--- src/rtl/wb_interconnect_pkg.sv ---
// rtl/wb_interconnect_pkg.sv - shared FSM encoding and default memory map for wb_interconnect
package wb_defs;

  localparam int WB_AW      = 32;
  localparam int WB_DW      = 32;
  localparam int WB_NSLAVES = 4;

  // Slave 0 sits in the least significant word; a zero mask leaves that port unmapped
  localparam logic [WB_NSLAVES*WB_AW-1:0] WB_SLAVE_BASE =
    {32'hc0000000, 32'hb0008000, 32'hb0000000, 32'h00000000};
  localparam logic [WB_NSLAVES*WB_AW-1:0] WB_SLAVE_MASK =
    {32'hffff0000, 32'hffff8000, 32'hffff8000, 32'h00000000};

  typedef enum logic [1:0] {
    ST_IDLE = 2'd0,
    ST_BUSY = 2'd1,
    ST_ERR  = 2'd2
  } wb_state_e;

endpackage

--- src/rtl/wb_interconnect_if.sv ---
// rtl/wb_interconnect_if.sv - master-side bus bundle of wb_interconnect
interface wb_interconnect_if #(
  parameter int AW = 32,
  parameter int DW = 32
);
  logic          i_wb_cyc;
  logic          i_wb_stb;
  logic          i_wb_we;
  logic [AW-1:0] i_wb_addr;
  logic [DW-1:0] i_wb_data;
  logic [DW/8-1:0] i_wb_sel;
  logic [DW-1:0] o_wb_data;
  logic          o_wb_ack;
  logic          o_wb_stl;
  logic          o_wb_err;

  // Bus master driving requests into the interconnect
  modport master (
    output i_wb_cyc, i_wb_stb, i_wb_we, i_wb_addr, i_wb_data, i_wb_sel,
    input  o_wb_data, o_wb_ack, o_wb_stl, o_wb_err
  );

  // Interconnect side, which looks like a slave to the master
  modport slave (
    input  i_wb_cyc, i_wb_stb, i_wb_we, i_wb_addr, i_wb_data, i_wb_sel,
    output o_wb_data, o_wb_ack, o_wb_stl, o_wb_err
  );
endinterface

--- src/rtl/wb_interconnect_addr_decoder.sv ---
// rtl/wb_interconnect_addr_decoder.sv - priority base/mask address decoder
module wb_addr_decoder #(
  parameter int NSLAVES = 4,
  parameter int AW      = 32,
  parameter int IW      = 2,
  parameter logic [NSLAVES*AW-1:0] BASE = '0,
  parameter logic [NSLAVES*AW-1:0] MASK = '0
) (
  input  logic [AW-1:0] i_addr,
  output logic          o_valid,
  output logic [IW-1:0] o_idx
);

  // Scan from the top down so the lowest matching slave is the one left standing
  always_comb begin
    o_valid = 1'b0;
    o_idx   = '0;
    for (int k = NSLAVES - 1; k >= 0; k--) begin
      if ((MASK[k*AW +: AW] != '0) &&
          ((i_addr & MASK[k*AW +: AW]) == BASE[k*AW +: AW])) begin
        o_valid = 1'b1;
        o_idx   = IW'(k);
      end
    end
  end

endmodule

--- src/rtl/wb_interconnect.sv ---
// rtl/wb_interconnect.sv - single-master Wishbone interconnect; WB_INTERCONNECT_TIMEOUT_EN adds a BUSY watchdog
module wb_interconnect
  import wb_defs::*;
#(
  parameter int NSLAVES = WB_NSLAVES,
  parameter int AW      = WB_AW,
  parameter int DW      = WB_DW,
  parameter logic [NSLAVES*AW-1:0] SLAVE_BASE = WB_SLAVE_BASE,
  parameter logic [NSLAVES*AW-1:0] SLAVE_MASK = WB_SLAVE_MASK,
  parameter int TIMEOUT = 255
) (
  input  logic                  clk,
  input  logic                  reset,
  wb_interconnect_if.slave      io_wb,
  output logic [AW-1:0]         o_s_addr,
  output logic [DW-1:0]         o_s_data,
  output logic [DW/8-1:0]       o_s_sel,
  output logic                  o_s_we,
  output logic [NSLAVES-1:0]    o_s_cyc,
  output logic [NSLAVES-1:0]    o_s_stb,
  input  logic [NSLAVES-1:0]    i_s_ack,
  input  logic [NSLAVES-1:0]    i_s_stl,
  input  logic [NSLAVES*DW-1:0] i_s_data
);

  localparam int IW = (NSLAVES > 1) ? $clog2(NSLAVES) : 1;

  if ((TIMEOUT < 1) || (TIMEOUT > 65535)) begin : g_timeout_out_of_range
  end

  wb_state_e       r_state;
  logic [IW-1:0]   r_idx;
  logic            r_err;
  logic            w_dec_valid;
  logic [IW-1:0]   w_dec_idx;
  logic            w_req;
  logic            w_dec_stl;
  logic            w_s_ack;
`ifdef WB_INTERCONNECT_TIMEOUT_EN
  logic [15:0]     r_tmo_cnt;
`endif

  wb_addr_decoder #(
    .NSLAVES (NSLAVES),
    .AW      (AW),
    .IW      (IW),
    .BASE    (SLAVE_BASE),
    .MASK    (SLAVE_MASK)
  ) u_dec (
    .i_addr  (io_wb.i_wb_addr),
    .o_valid (w_dec_valid),
    .o_idx   (w_dec_idx)
  );

  assign w_req     = io_wb.i_wb_cyc & io_wb.i_wb_stb;
  assign w_dec_stl = i_s_stl[w_dec_idx];
  assign w_s_ack   = i_s_ack[r_idx];

  assign o_s_addr = io_wb.i_wb_addr;
  assign o_s_data = io_wb.i_wb_data;
  assign o_s_sel  = io_wb.i_wb_sel;
  assign o_s_we   = io_wb.i_wb_we;

  assign io_wb.o_wb_err = r_err;

  // Transaction FSM: latch the target on acceptance, release on ack, abort or error
  always_ff @(posedge clk or negedge reset) begin
    if (!reset) begin
      r_state   <= ST_IDLE;
      r_idx     <= '0;
      r_err     <= 1'b0;
`ifdef WB_INTERCONNECT_TIMEOUT_EN
      r_tmo_cnt <= '0;
`endif
    end else begin
      r_err <= 1'b0;
      case (r_state)
        ST_IDLE: begin
          if (w_req) begin
            if (!w_dec_valid) begin
              r_state <= ST_ERR;
              r_err   <= 1'b1;
            end else if (!w_dec_stl) begin
              r_state   <= ST_BUSY;
              r_idx     <= w_dec_idx;
`ifdef WB_INTERCONNECT_TIMEOUT_EN
              r_tmo_cnt <= '0;
`endif
            end
          end
        end
        ST_BUSY: begin
          if (!io_wb.i_wb_cyc || w_s_ack) begin
            r_state <= ST_IDLE;
          end
`ifdef WB_INTERCONNECT_TIMEOUT_EN
          else begin
            r_tmo_cnt <= r_tmo_cnt + 16'd1;
            if (r_tmo_cnt == 16'(TIMEOUT - 1)) begin
              r_state <= ST_ERR;
              r_err   <= 1'b1;
            end
          end
`endif
        end
        ST_ERR:  r_state <= ST_IDLE;
        default: r_state <= ST_IDLE;
      endcase
    end
  end

  // Route strobes and returns; everything toward the master or slaves is held low during reset
  always_comb begin
    o_s_cyc         = '0;
    o_s_stb         = '0;
    io_wb.o_wb_ack  = 1'b0;
    io_wb.o_wb_stl  = 1'b0;
    io_wb.o_wb_data = '0;
    if (reset) begin
      case (r_state)
        ST_IDLE: begin
          if (w_dec_valid) begin
            o_s_cyc[w_dec_idx] = io_wb.i_wb_cyc;
            o_s_stb[w_dec_idx] = w_req;
            io_wb.o_wb_stl     = w_dec_stl;
          end
        end
        ST_BUSY: begin
          io_wb.o_wb_stl = 1'b1;
          o_s_cyc[r_idx] = io_wb.i_wb_cyc;
          if (io_wb.i_wb_cyc && w_s_ack) begin
            io_wb.o_wb_ack  = 1'b1;
            io_wb.o_wb_data = i_s_data[r_idx*DW +: DW];
          end
        end
        ST_ERR:  io_wb.o_wb_stl = 1'b1;
        default: io_wb.o_wb_stl = 1'b0;
      endcase
    end
  end

endmodule

--- src/flat_wrapper.sv ---
// flat-port wrapper written by rule: the top's interface ports become plain ports
module wb_interconnect_flat import wb_defs::*;
#(
  parameter int NSLAVES = WB_NSLAVES,
  parameter int AW      = WB_AW,
  parameter int DW      = WB_DW,
  parameter logic [NSLAVES*AW-1:0] SLAVE_BASE = WB_SLAVE_BASE,
  parameter logic [NSLAVES*AW-1:0] SLAVE_MASK = WB_SLAVE_MASK,
  parameter int TIMEOUT = 255
)
  (clk, reset, o_s_addr, o_s_data, o_s_sel, o_s_we, o_s_cyc, o_s_stb, i_s_ack, i_s_stl, i_s_data, io_wb_i_wb_cyc, io_wb_i_wb_stb, io_wb_i_wb_we, io_wb_i_wb_addr, io_wb_i_wb_data, io_wb_i_wb_sel, io_wb_o_wb_data, io_wb_o_wb_ack, io_wb_o_wb_stl, io_wb_o_wb_err);
  wb_interconnect_if #(.AW(AW), .DW(DW)) io_wb_i ();
  input  logic clk;
  input  logic reset;
  output logic [AW-1:0] o_s_addr;
  output logic [DW-1:0] o_s_data;
  output logic [DW/8-1:0] o_s_sel;
  output logic o_s_we;
  output logic [NSLAVES-1:0] o_s_cyc;
  output logic [NSLAVES-1:0] o_s_stb;
  input  logic [NSLAVES-1:0] i_s_ack;
  input  logic [NSLAVES-1:0] i_s_stl;
  input  logic [NSLAVES*DW-1:0] i_s_data;
  input wire logic [$bits(io_wb_i.i_wb_cyc)-1:0] io_wb_i_wb_cyc;
  input wire logic [$bits(io_wb_i.i_wb_stb)-1:0] io_wb_i_wb_stb;
  input wire logic [$bits(io_wb_i.i_wb_we)-1:0] io_wb_i_wb_we;
  input wire logic [$bits(io_wb_i.i_wb_addr)-1:0] io_wb_i_wb_addr;
  input wire logic [$bits(io_wb_i.i_wb_data)-1:0] io_wb_i_wb_data;
  input wire logic [$bits(io_wb_i.i_wb_sel)-1:0] io_wb_i_wb_sel;
  output wire logic [$bits(io_wb_i.o_wb_data)-1:0] io_wb_o_wb_data;
  output wire logic [$bits(io_wb_i.o_wb_ack)-1:0] io_wb_o_wb_ack;
  output wire logic [$bits(io_wb_i.o_wb_stl)-1:0] io_wb_o_wb_stl;
  output wire logic [$bits(io_wb_i.o_wb_err)-1:0] io_wb_o_wb_err;
  assign io_wb_i.i_wb_cyc = io_wb_i_wb_cyc;
  assign io_wb_i.i_wb_stb = io_wb_i_wb_stb;
  assign io_wb_i.i_wb_we = io_wb_i_wb_we;
  assign io_wb_i.i_wb_addr = io_wb_i_wb_addr;
  assign io_wb_i.i_wb_data = io_wb_i_wb_data;
  assign io_wb_i.i_wb_sel = io_wb_i_wb_sel;
  assign io_wb_o_wb_data = io_wb_i.o_wb_data;
  assign io_wb_o_wb_ack = io_wb_i.o_wb_ack;
  assign io_wb_o_wb_stl = io_wb_i.o_wb_stl;
  assign io_wb_o_wb_err = io_wb_i.o_wb_err;
  wb_interconnect #(.NSLAVES(NSLAVES), .AW(AW), .DW(DW), .SLAVE_BASE(SLAVE_BASE), .SLAVE_MASK(SLAVE_MASK), .TIMEOUT(TIMEOUT)) u_core (.clk(clk), .reset(reset), .io_wb(io_wb_i), .o_s_addr(o_s_addr), .o_s_data(o_s_data), .o_s_sel(o_s_sel), .o_s_we(o_s_we), .o_s_cyc(o_s_cyc), .o_s_stb(o_s_stb), .i_s_ack(i_s_ack), .i_s_stl(i_s_stl), .i_s_data(i_s_data));
endmodule
--- config.mk ---
export PLATFORM = sky130hd
export DESIGN_NAME = wb_interconnect_flat
export DESIGN_NICKNAME = d
export VERILOG_FILES = /design/src/rtl/wb_interconnect_pkg.sv /design/src/rtl/wb_interconnect_if.sv /design/src/rtl/wb_interconnect_addr_decoder.sv /design/src/rtl/wb_interconnect.sv /design/src/flat_wrapper.sv
export SDC_FILE = /design/constraint.sdc
export NUM_CORES = 1
export LEC_CHECK = 0
export CAP_MARGIN = 20
export CORE_AREA = 4 4 122 124
export DETAILED_ROUTE_END_ITERATION = 16
export DIE_AREA = 0 0 126 128
export GPL_TIMING_DRIVEN = 0
export SLEW_MARGIN = 20
export SYNTH_ARGS = -nofsm -noshare
export SYNTH_HDL_FRONTEND = slang
export SYNTH_HIERARCHICAL = 1
export SYNTH_SLANG_ARGS = --single-unit
--- constraint.sdc ---
create_clock -name clk -period 3.1 [get_ports clk]
set_input_delay 0.62 -clock clk [delete_from_list [all_inputs] [get_ports clk]]
set_output_delay 0.62 -clock clk [all_outputs]
set_load 0.03 [all_outputs]
==> results.cfg, run 1 <==
[status]
status = finished clean

[place]
gp_congestion = 0.8548
io_buffers = 268
place_inst = 657
hpwlAfterDp_um = 10610

[final_layout]
post_layout_nonfiller_instances = 671
nets = 704
drive_above_1_share_pct = 40.12
final_cell_mix = clkdlybuf4s50_1, buf_4, mux4_2
num_antenna_cells = 0
fillCellCount = 1431
syn_to_final_growth_pct = 143.7
layout_commonest_cell = clkdlybuf4s50_1

[synth]
async_flop_share_pct = 100.0
avgSynthCellArea_um2 = 9.956
ys_seq_elements = 5
synth_edf_count = 0
yosysWarnings = 6
ys_types = 32
synth_flop_cell = dfrtp_1
syn_nets = 421
synth_seq_area_share_pct = 6.013
netlist_instances = 209
netlist_area_mm2 = 0.002081

[routing]
wl_um = 12100
dr.pass1.iters = 4
wl_per_cell_um = 18.03
vias = 2731
ant_nets = 0
remaining_drc_errors = 0
drt_iter0_drc = 61
routed_via_density = 4.070

[floorplanning]
die_w_um = 126
die_area_mm2 = 0.01613
core_area_mm2 = 0.01377
num_rows = 43
io_pins = 321
dieHeight_um = 128
initial_core_util_pct = 15.11

[power]
power_frac_seq_pct = 9.2
switchingPower_uw = 263.9
peakVddDrop_v = 0.00009405
p_total_uw = 869.5
power.internal_uw = 605.6
switching_share_pct = 30.35
p_clk_share_pct = 24.2
combPwrFrac_pct = 66.6
power_leakage_uw = 0.002021
powerDensity_mw_per_mm2 = 171.5

[sta]
max_clock_freq_mhz = 328.8
finalClockSkew_ns = 0.002807
fin_crit_sh_pct = 98.09
whs_ns = 0.5929
layout_min_cycle_time_ns = 3.041
hold_viol_final = 0
slew_headroom_pct = 64.65
rsz0062_at_grt = true
drv_slew = 0
worstMarginPinSlew_ns = 0.5303
setup_viol = 0
fin_setup_tns_ns = 0

[critical_path]
required_ns = 2.48
slowest_delay_ns = 0.53
arrival_ns = 2.42
path_delay_family = simple AND/OR/NAND/NOR gates
crit_buf_inv = 3
crit_slowest_cell = mux4_2
start_kind = input port
critical_path_class = in -> out
crit_start = io_wb_i_wb_addr[28]
path_cells = buf_2 > or3b_4 > o21a_1 > nor2_2 > buf_6 > mux4_2 > a21oi_2 > nor3b_2 > buf_4
critPathMaxFanout = 4
end_kind = output pin
rr_startpoint = u_core/r_state[1]

[global_routing]
grt_use_met2_pct = 23.94
antenna_found_initial = 0
grt_pass1_vias = 3077
grt.busiest_layer = met2
grtUsageMet3_pct = 3.917
met1_usage_pct = 16.87
grt_pass1_wl_um = 17340
track_usage_pct = 13.61
grt_start_max_net_pins = 11
grt-ovfl-total = 0

[clock_network]
clkLatencyLatePin_ns = 0.23
htreeDepth = 1
cts_buffers = 3
postCtsHoldBufs = 0
cts_tree = yes
clock_sinks = 5
clk_pin_slew_ns = 0.03
cts-root-buf = clkbuf_16
cts_buffer_depth = 2

[worst_hold_path]
min_from = u_core/r_state[0]
hold_class = reg -> reg

[run]
drv_cap = 0
==> path summary, 6_finish.rpt <==
path / to / slack (ns) / depth (start not counted)
max: io_wb_o_wb_stl / 0.06 / 9
min: u_core/r_state[0] / 0.59 / 1
max reg2reg: u_core/r_idx[1] / 1.34 / 6
min reg2reg: u_core/r_state[0] / 0.59 / 1
max in group asynchronous: u_core/io_wb.o_wb_err / 2.17 / 1
min in group asynchronous: u_core/r_state[0] / 0.67 / 1
==> registers in the layout, summed over array words and instances (netlist names) <==
register,count
u_core/r_idx,2
u_core/io_wb.o_wb_err,1
u_core/r_state,2
==> cell usage after synthesis, drive strengths merged, types with 2 or more instances <==
library cell  number  share of area [%]
nand2              3               0.54
nand4              3               0.90
nand3              2               0.48
nor3b              5                2.3
mux4              34                 37
nor3               2               0.48
o211ai             3                1.1
mux2               2                1.4
buf               79                 28
nand3b             6                2.2
dfrtp              5                6.0
ha                 3                1.8
clkbuf             4               0.72
a21oi              7                1.7
nor2               5                1.0
nor2b             32                9.6
inv                3               0.54
==> cells by family (layout without fill, tap and decap cells) <==
| kind of cell | count (synthesis) | count (layout) | share of synthesized area [%] |
|---|---|---|---|
| AOI/OAI and AO/OA | 14 | 14 | 4.209 |
| adders and majority gates | 3 | 3 | 1.804 |
| buffers and inverters | 86 | 368 | 29.22 |
| DFF | 5 | 5 | 6.013 |
| muxes | 36 | 36 | 38.24 |
| and+or+nand+nor | 65 | 65 | 20.51 |
==> routing by layer <==
metal	share of wire [%]	up-vias
li1	-	1259
met1	40	1264
met2	49	200
met3	9.9	8
met4	0.92	0
met5	0	-
==> timing repair <==
action                     4_1_cts  5_1_grt
setup buffers                    9        2
cloned                           0        0
pin swaps                        9        9
gates resized for setup        147       76
setup endpoints to repair       44       40
==> metrics by stage <==
step	area (um^2)	util, %	setup slack (ns)
after floorplan	2086	-	-0.02326
after global placement	4994	36.26	-1.062
after detailed placement	4994	36.26	-1.121
after CTS	5145	37.35	-0.08524
after global routing	5071	36.82	-0.04276
final	5071	36.82	0.05908
==> layout make-up <==
type	instances	area (um^2)	share of cell area [%]
plain buffers	82	605.6	11.94
clock buffers	4	78.83	1.554
inverters	3	11.26	0.2221
multi-input cells	118	1409	27.78
flip-flops and latches	5	125.1	2.467
well taps	180	225.2	4.441
repair buffers	279	2616	51.59
==> power by group through the flow <==
stage                     registers [uW]  logic [uW]  clock network (uW)
after floorplan                     81.4         251                   0
after global placement              79.9         569                   0
after detailed placement            79.6         577                   0
after CTS                           79.5         583                 213
after global routing                81.4         614                 219
final                               79.9         579                 210
(Power assumes the default switching activity.)
==> run 2: changes to the inputs <==
- PLACE_DENSITY: unset -> 0.65
==> results.cfg, run 2 (synthesis results as in run 1) <==
[routing]
wl_per_cell_um = 17.67
wl_um = 11790
remaining_drc_errors = 0
ant_nets = 0
routed_via_density = 4.049
drt_iter0_drc = 48
vias = 2701
dr.pass1.iters = 4

[final_layout]
utilization_pct = 36.48
final_cell_mix = clkdlybuf4s50_1, buf_4, mux4_2
nets = 700
post-route-cell-area_mm2 = 0.005025
layout_commonest_cell = clkdlybuf4s50_1
fillCellCount = 1416
drive_above_1_share_pct = 39.22
num_antenna_cells = 0
syn_to_final_growth_pct = 141.5

[critical_path]
rr_startpoint = u_core/r_state[1]
critical_path_class = in -> out
crit_start = io_wb_i_wb_addr[16]
crit_buf_inv = 3
required_ns = 2.48
reg2reg_depth = 5
slowest_delay_ns = 0.57
end_kind = output pin
path_delay_family = simple AND/OR/NAND/NOR gates
rr_endpoint = u_core/r_idx[1]
arrival_ns = 2.48
start_kind = input port
r2r_slack_ns = 1.39
critPathMaxFanout = 3
path_cells = buf_8 > nor4b_4 > nand4_1 > nor2_2 > buf_6 > mux4_2 > a21oi_2 > nor3b_2 > buf_4
path_depth = 9
crit_slowest_cell = mux4_2

[floorplanning]
dieHeight_um = 128
die_w_um = 126
core_area_mm2 = 0.01377
initial_core_util_pct = 15.11
io_pins = 321
die_area_mm2 = 0.01613
num_rows = 43

[sta]
fin_crit_sh_pct = 99.91
rsz0062_at_grt = true
slew_headroom_pct = 62.36
drv_slew = 0
setup_viol = 0
worstMarginPinSlew_ns = 0.5646
layout_min_cycle_time_ns = 3.097
hold_viol_final = 0
max_clock_freq_mhz = 322.9
fin_setup_tns_ns = 0
finalClockSkew_ns = 0.0008186

[global_routing]
grt-ovfl-total = 0
grt_start_max_net_pins = 11
antenna_found_initial = 1
grt_pass1_wl_um = 16820
track_usage_pct = 13.23
grt_pass1_vias = 3016

[power]
switching_share_pct = 30.50
peakVddDrop_v = 0.0001140
p_clk_share_pct = 24.0
power_leakage_uw = 0.001987
combPwrFrac_pct = 66.9
powerDensity_mw_per_mm2 = 173.0
power.internal_uw = 604.0
switchingPower_uw = 265.1
power_frac_seq_pct = 9.2

[worst_hold_path]
hold_depth = 1
hold_class = reg -> reg
whs_endpoint = u_core/r_state[0]
min_from = u_core/r_state[0]

[place]
hpwlAfterDp_um = 10450
place_area_mm2 = 0.004994
gp_congestion = 0.9180
io_buffers = 268

[clock_network]
clk_pin_slew_ns = 0.03
cts_buffers = 3
cts_buffer_depth = 2
clkLatencyLatePin_ns = 0.22
cts_tree = yes
htreeDepth = 1
clock_sinks = 5
cts-root-buf = clkbuf_16

[run]
drv_cap = 0

[status]
status = finished clean
run 2: cell count changes in the layout (fill, tap and decap cells not counted), sizes merged:
cell,previous run,this run
clkbuf,34,31
clkdlybuf4s50,209,210
buf,104,99
clkdlybuf4s15,13,16
clkdlybuf4s18,1,0
dlymetal6s2s,3,1
dlygate4sd2,1,4
run 2: worst register-to-register path, delay by kind of cell, from the launching register on:
kind | cells | cell delay (ns)
adders and majority gates | 1 | 0.25
DFF | 1 | 0.40
buffers and inverters | 1 | 0.12
and+or+nand+nor | 2 | 0.49
muxes | 1 | 0.32
run 2: layout make-up:
cell class                      count  area, um^2  share of cell area [%]
Multi-Input combinational cell    118        1394                   27.74
Tap cell                          180       225.2                   4.482
Clock buffer                        4       78.83                   1.569
Inverter                            3       11.26                  0.2241
Timing Repair Buffer              275        2585                   51.44
Buffer                             82       605.6                   12.05
Sequential cell                     5       125.1                   2.490
run 2: power groups by stage:
stage	Clock, uW	Sequential, uW	Combinational, uW
2_1_floorplan	0	81.4	251
3_3_place_gp	0	79.2	571
3_5_place_dp	0	79.8	580
4_1_cts	213	79.6	581
5_1_grt	218	79.7	613
6_report	208	79.7	581
run 2: how the worst max path moves through the flow:
| stage | endpoint |
|---|---|
| global route | io_wb_o_wb_stl |
| global placement | io_wb_o_wb_stl |
| floorplan | o_s_stb[2] |
| finish | io_wb_o_wb_stl |
| detailed placement | io_wb_o_wb_stl |
| CTS | io_wb_o_wb_stl |
run 2: layer usage:
layer  track usage (%)  wire, um
met5                 0        13
met1             14.98      4466
met2             23.97      5828
met3             5.250      1379
met4             2.019       101
run 2: timing repair:
item / 4_1_cts / 5_1_grt
buffers inserted: 3 / 4
resized for setup: 136 / 73
endpoints found under the hold margin: 0 / 0
hold buffers: 0 / 0
setup endpoints to repair: 44 / 38
pin swaps: 7 / 9
run 2: stage by stage:
stage          power [uW]  std cells  hold slack, ns  worst slack (ns)
2_1_floorplan       332.6        209          0.3244          -0.02326
3_3_place_gp        650.1        657          0.5541            -1.028
3_5_place_dp        660.1        657          0.5547            -1.087
4_1_cts             873.3        663          0.5635           -0.1140
5_1_grt             910.4        667          0.5906          -0.05187
6_report            869.1        667          0.5696          0.002736
==> run 3: changes to the inputs <==
- CORE_AREA: 4 4 122 124 -> 4 4 121 123
- DIE_AREA: 0 0 126 128 -> 0 0 125 127
- HOLD_SLACK_MARGIN: unset -> 0.03
- PLACE_DENSITY: 0.65 -> 0.66
- clock period: 3.1 -> 3.7 ns (I/O delays scaled with it)
==> results.cfg, run 3 (synthesis results as in run 1) <==
[routing]
wl_um = 11970
remaining_drc_errors = 0
routed_via_density = 4.093
drt_iter0_drc = 84
dr.pass1.iters = 4
vias = 2726
wl_per_cell_um = 17.97
ant_nets = 0

[critical_path]
critPathMaxFanout = 6
start_kind = input port
required_ns = 2.96
arrival_ns = 2.83
rr_startpoint = u_core/r_state[1]
crit_start = io_wb_i_wb_addr[17]
end_kind = output pin
critical_path_class = in -> out

[clock_network]
cts_buffers = 3
htreeDepth = 1
cts_buffer_depth = 2
clk_pin_slew_ns = 0.03
clkLatencyLatePin_ns = 0.23
cts_tree = yes
cts-root-buf = clkbuf_16
clock_sinks = 5

[sta]
drv_slew = 0
layout_min_cycle_time_ns = 3.565
setup_viol = 0
hold_viol_final = 0
rsz0062_at_grt = false
worstMarginPinSlew_ns = 0.6342
slew_headroom_pct = 57.72
fin_crit_sh_pct = 96.36
whs_ns = 0.5954
max_clock_freq_mhz = 280.5
finalClockSkew_ns = 0.0003346

[place]
hpwlAfterDp_um = 10460
io_buffers = 268
place_inst = 657
gp_congestion = 0.8571

[final_layout]
num_antenna_cells = 0
nets = 699
final_cell_mix = clkdlybuf4s50_1, buf_4, mux4_2
layout_commonest_cell = clkdlybuf4s50_1
drive_above_1_share_pct = 29.01
syn_to_final_growth_pct = 147.4
post_layout_nonfiller_instances = 666

[global_routing]
grt_pass1_wl_um = 16970
antenna_found_initial = 0
track_usage_pct = 13.44
grt_pass1_vias = 2993
grt_start_max_net_pins = 11
grt-ovfl-total = 0

[floorplanning]
num_rows = 43
core_area_mm2 = 0.01367
die_w_um = 125
initial_core_util_pct = 15.23
die_area_mm2 = 0.01588
io_pins = 321
dieHeight_um = 127

[worst_hold_path]
min_from = u_core/r_state[0]
hold_class = reg -> reg

[power]
p_total_uw = 728.6
power_leakage_uw = 0.002286
peakVddDrop_v = 0.0001130
powerDensity_mw_per_mm2 = 141.5

[status]
status = finished clean

[run]
drv_cap = 0
-- run 3: changes by cell type in the layout (fill, tap and decap cells not counted), moves of 5 or more --
cell / delta
clkdlybuf4s15_2: -14
clkbuf_2: -24
dlymetal6s2s_1: +17
buf_4: -5
clkdlybuf4s50_1: +8
dlygate4sd2_1: +23
-- run 3: path summary, 6_finish.rpt --
kind	to	slack (ns)	cells after the start
max	io_wb_o_wb_stl	0.13	9
min	u_core/r_state[0]	0.60	1
max reg2reg	u_core/r_idx[1]	2.03	5
min reg2reg	u_core/r_state[0]	0.60	1
max in group asynchronous	u_core/r_idx[0]	2.63	1
min in group asynchronous	u_core/io_wb.o_wb_err	0.80	1
-- run 3: worst max-delay path, cell delays in order --
cell	delay (ns)
clkdlybuf4s50_1	0.47
nor3_2	0.18
nand4_1	0.20
nor2_2	0.14
buf_6	0.13
mux4_2	0.54
a21oi_2	0.19
nor3b_2	0.07
buf_4	0.16
-- run 3: cell type report --
class | instances | area [um^2]
clock buffers | 4 | 78.83
repair buffers | 274 | 2728
well taps | 180 | 225.2
plain buffers | 82 | 595.6
multi-input cells | 118 | 1385
flip-flops and latches | 5 | 125.1
inverters | 3 | 11.26
fillers | 1374 | 8517
-- run 3: report_power, final --
part	switching (uW)	internal, uW
sequential	5.09	61.2
clock	34.0	143
combinational	181	304
total	220	508
-- run 3: timing repair --
action                                  in CTS  in global routing
hold buffers                                 0                  0
resized for setup                           58                 24
pin swaps                                    1                  6
endpoints found under the setup margin      39                 19
buffers inserted                             2                  4
-- run 3: stage by stage --
step           setup slack, ns  cell area (um^2)  utilization (%)  TNS, ns
6_report                0.1346              5149            37.68        0
5_1_grt                0.01401              5149            37.68        0
4_1_cts              0.0006379              5060            37.03        0
3_5_place_dp           -0.8137              4989            36.50   -9.019
3_3_place_gp           -0.7842              4989            36.50   -8.410
2_1_floorplan           0.2899              2081                -        0
-- run 3: layer usage --
layer	vias to the layer above	track usage [%]	routed length, um
li1	1249	-	-
met1	1273	15.85	4504
met2	198	24.36	6163
met3	6	3.763	1147
met4	0	2.997	153
met5	-	0	0
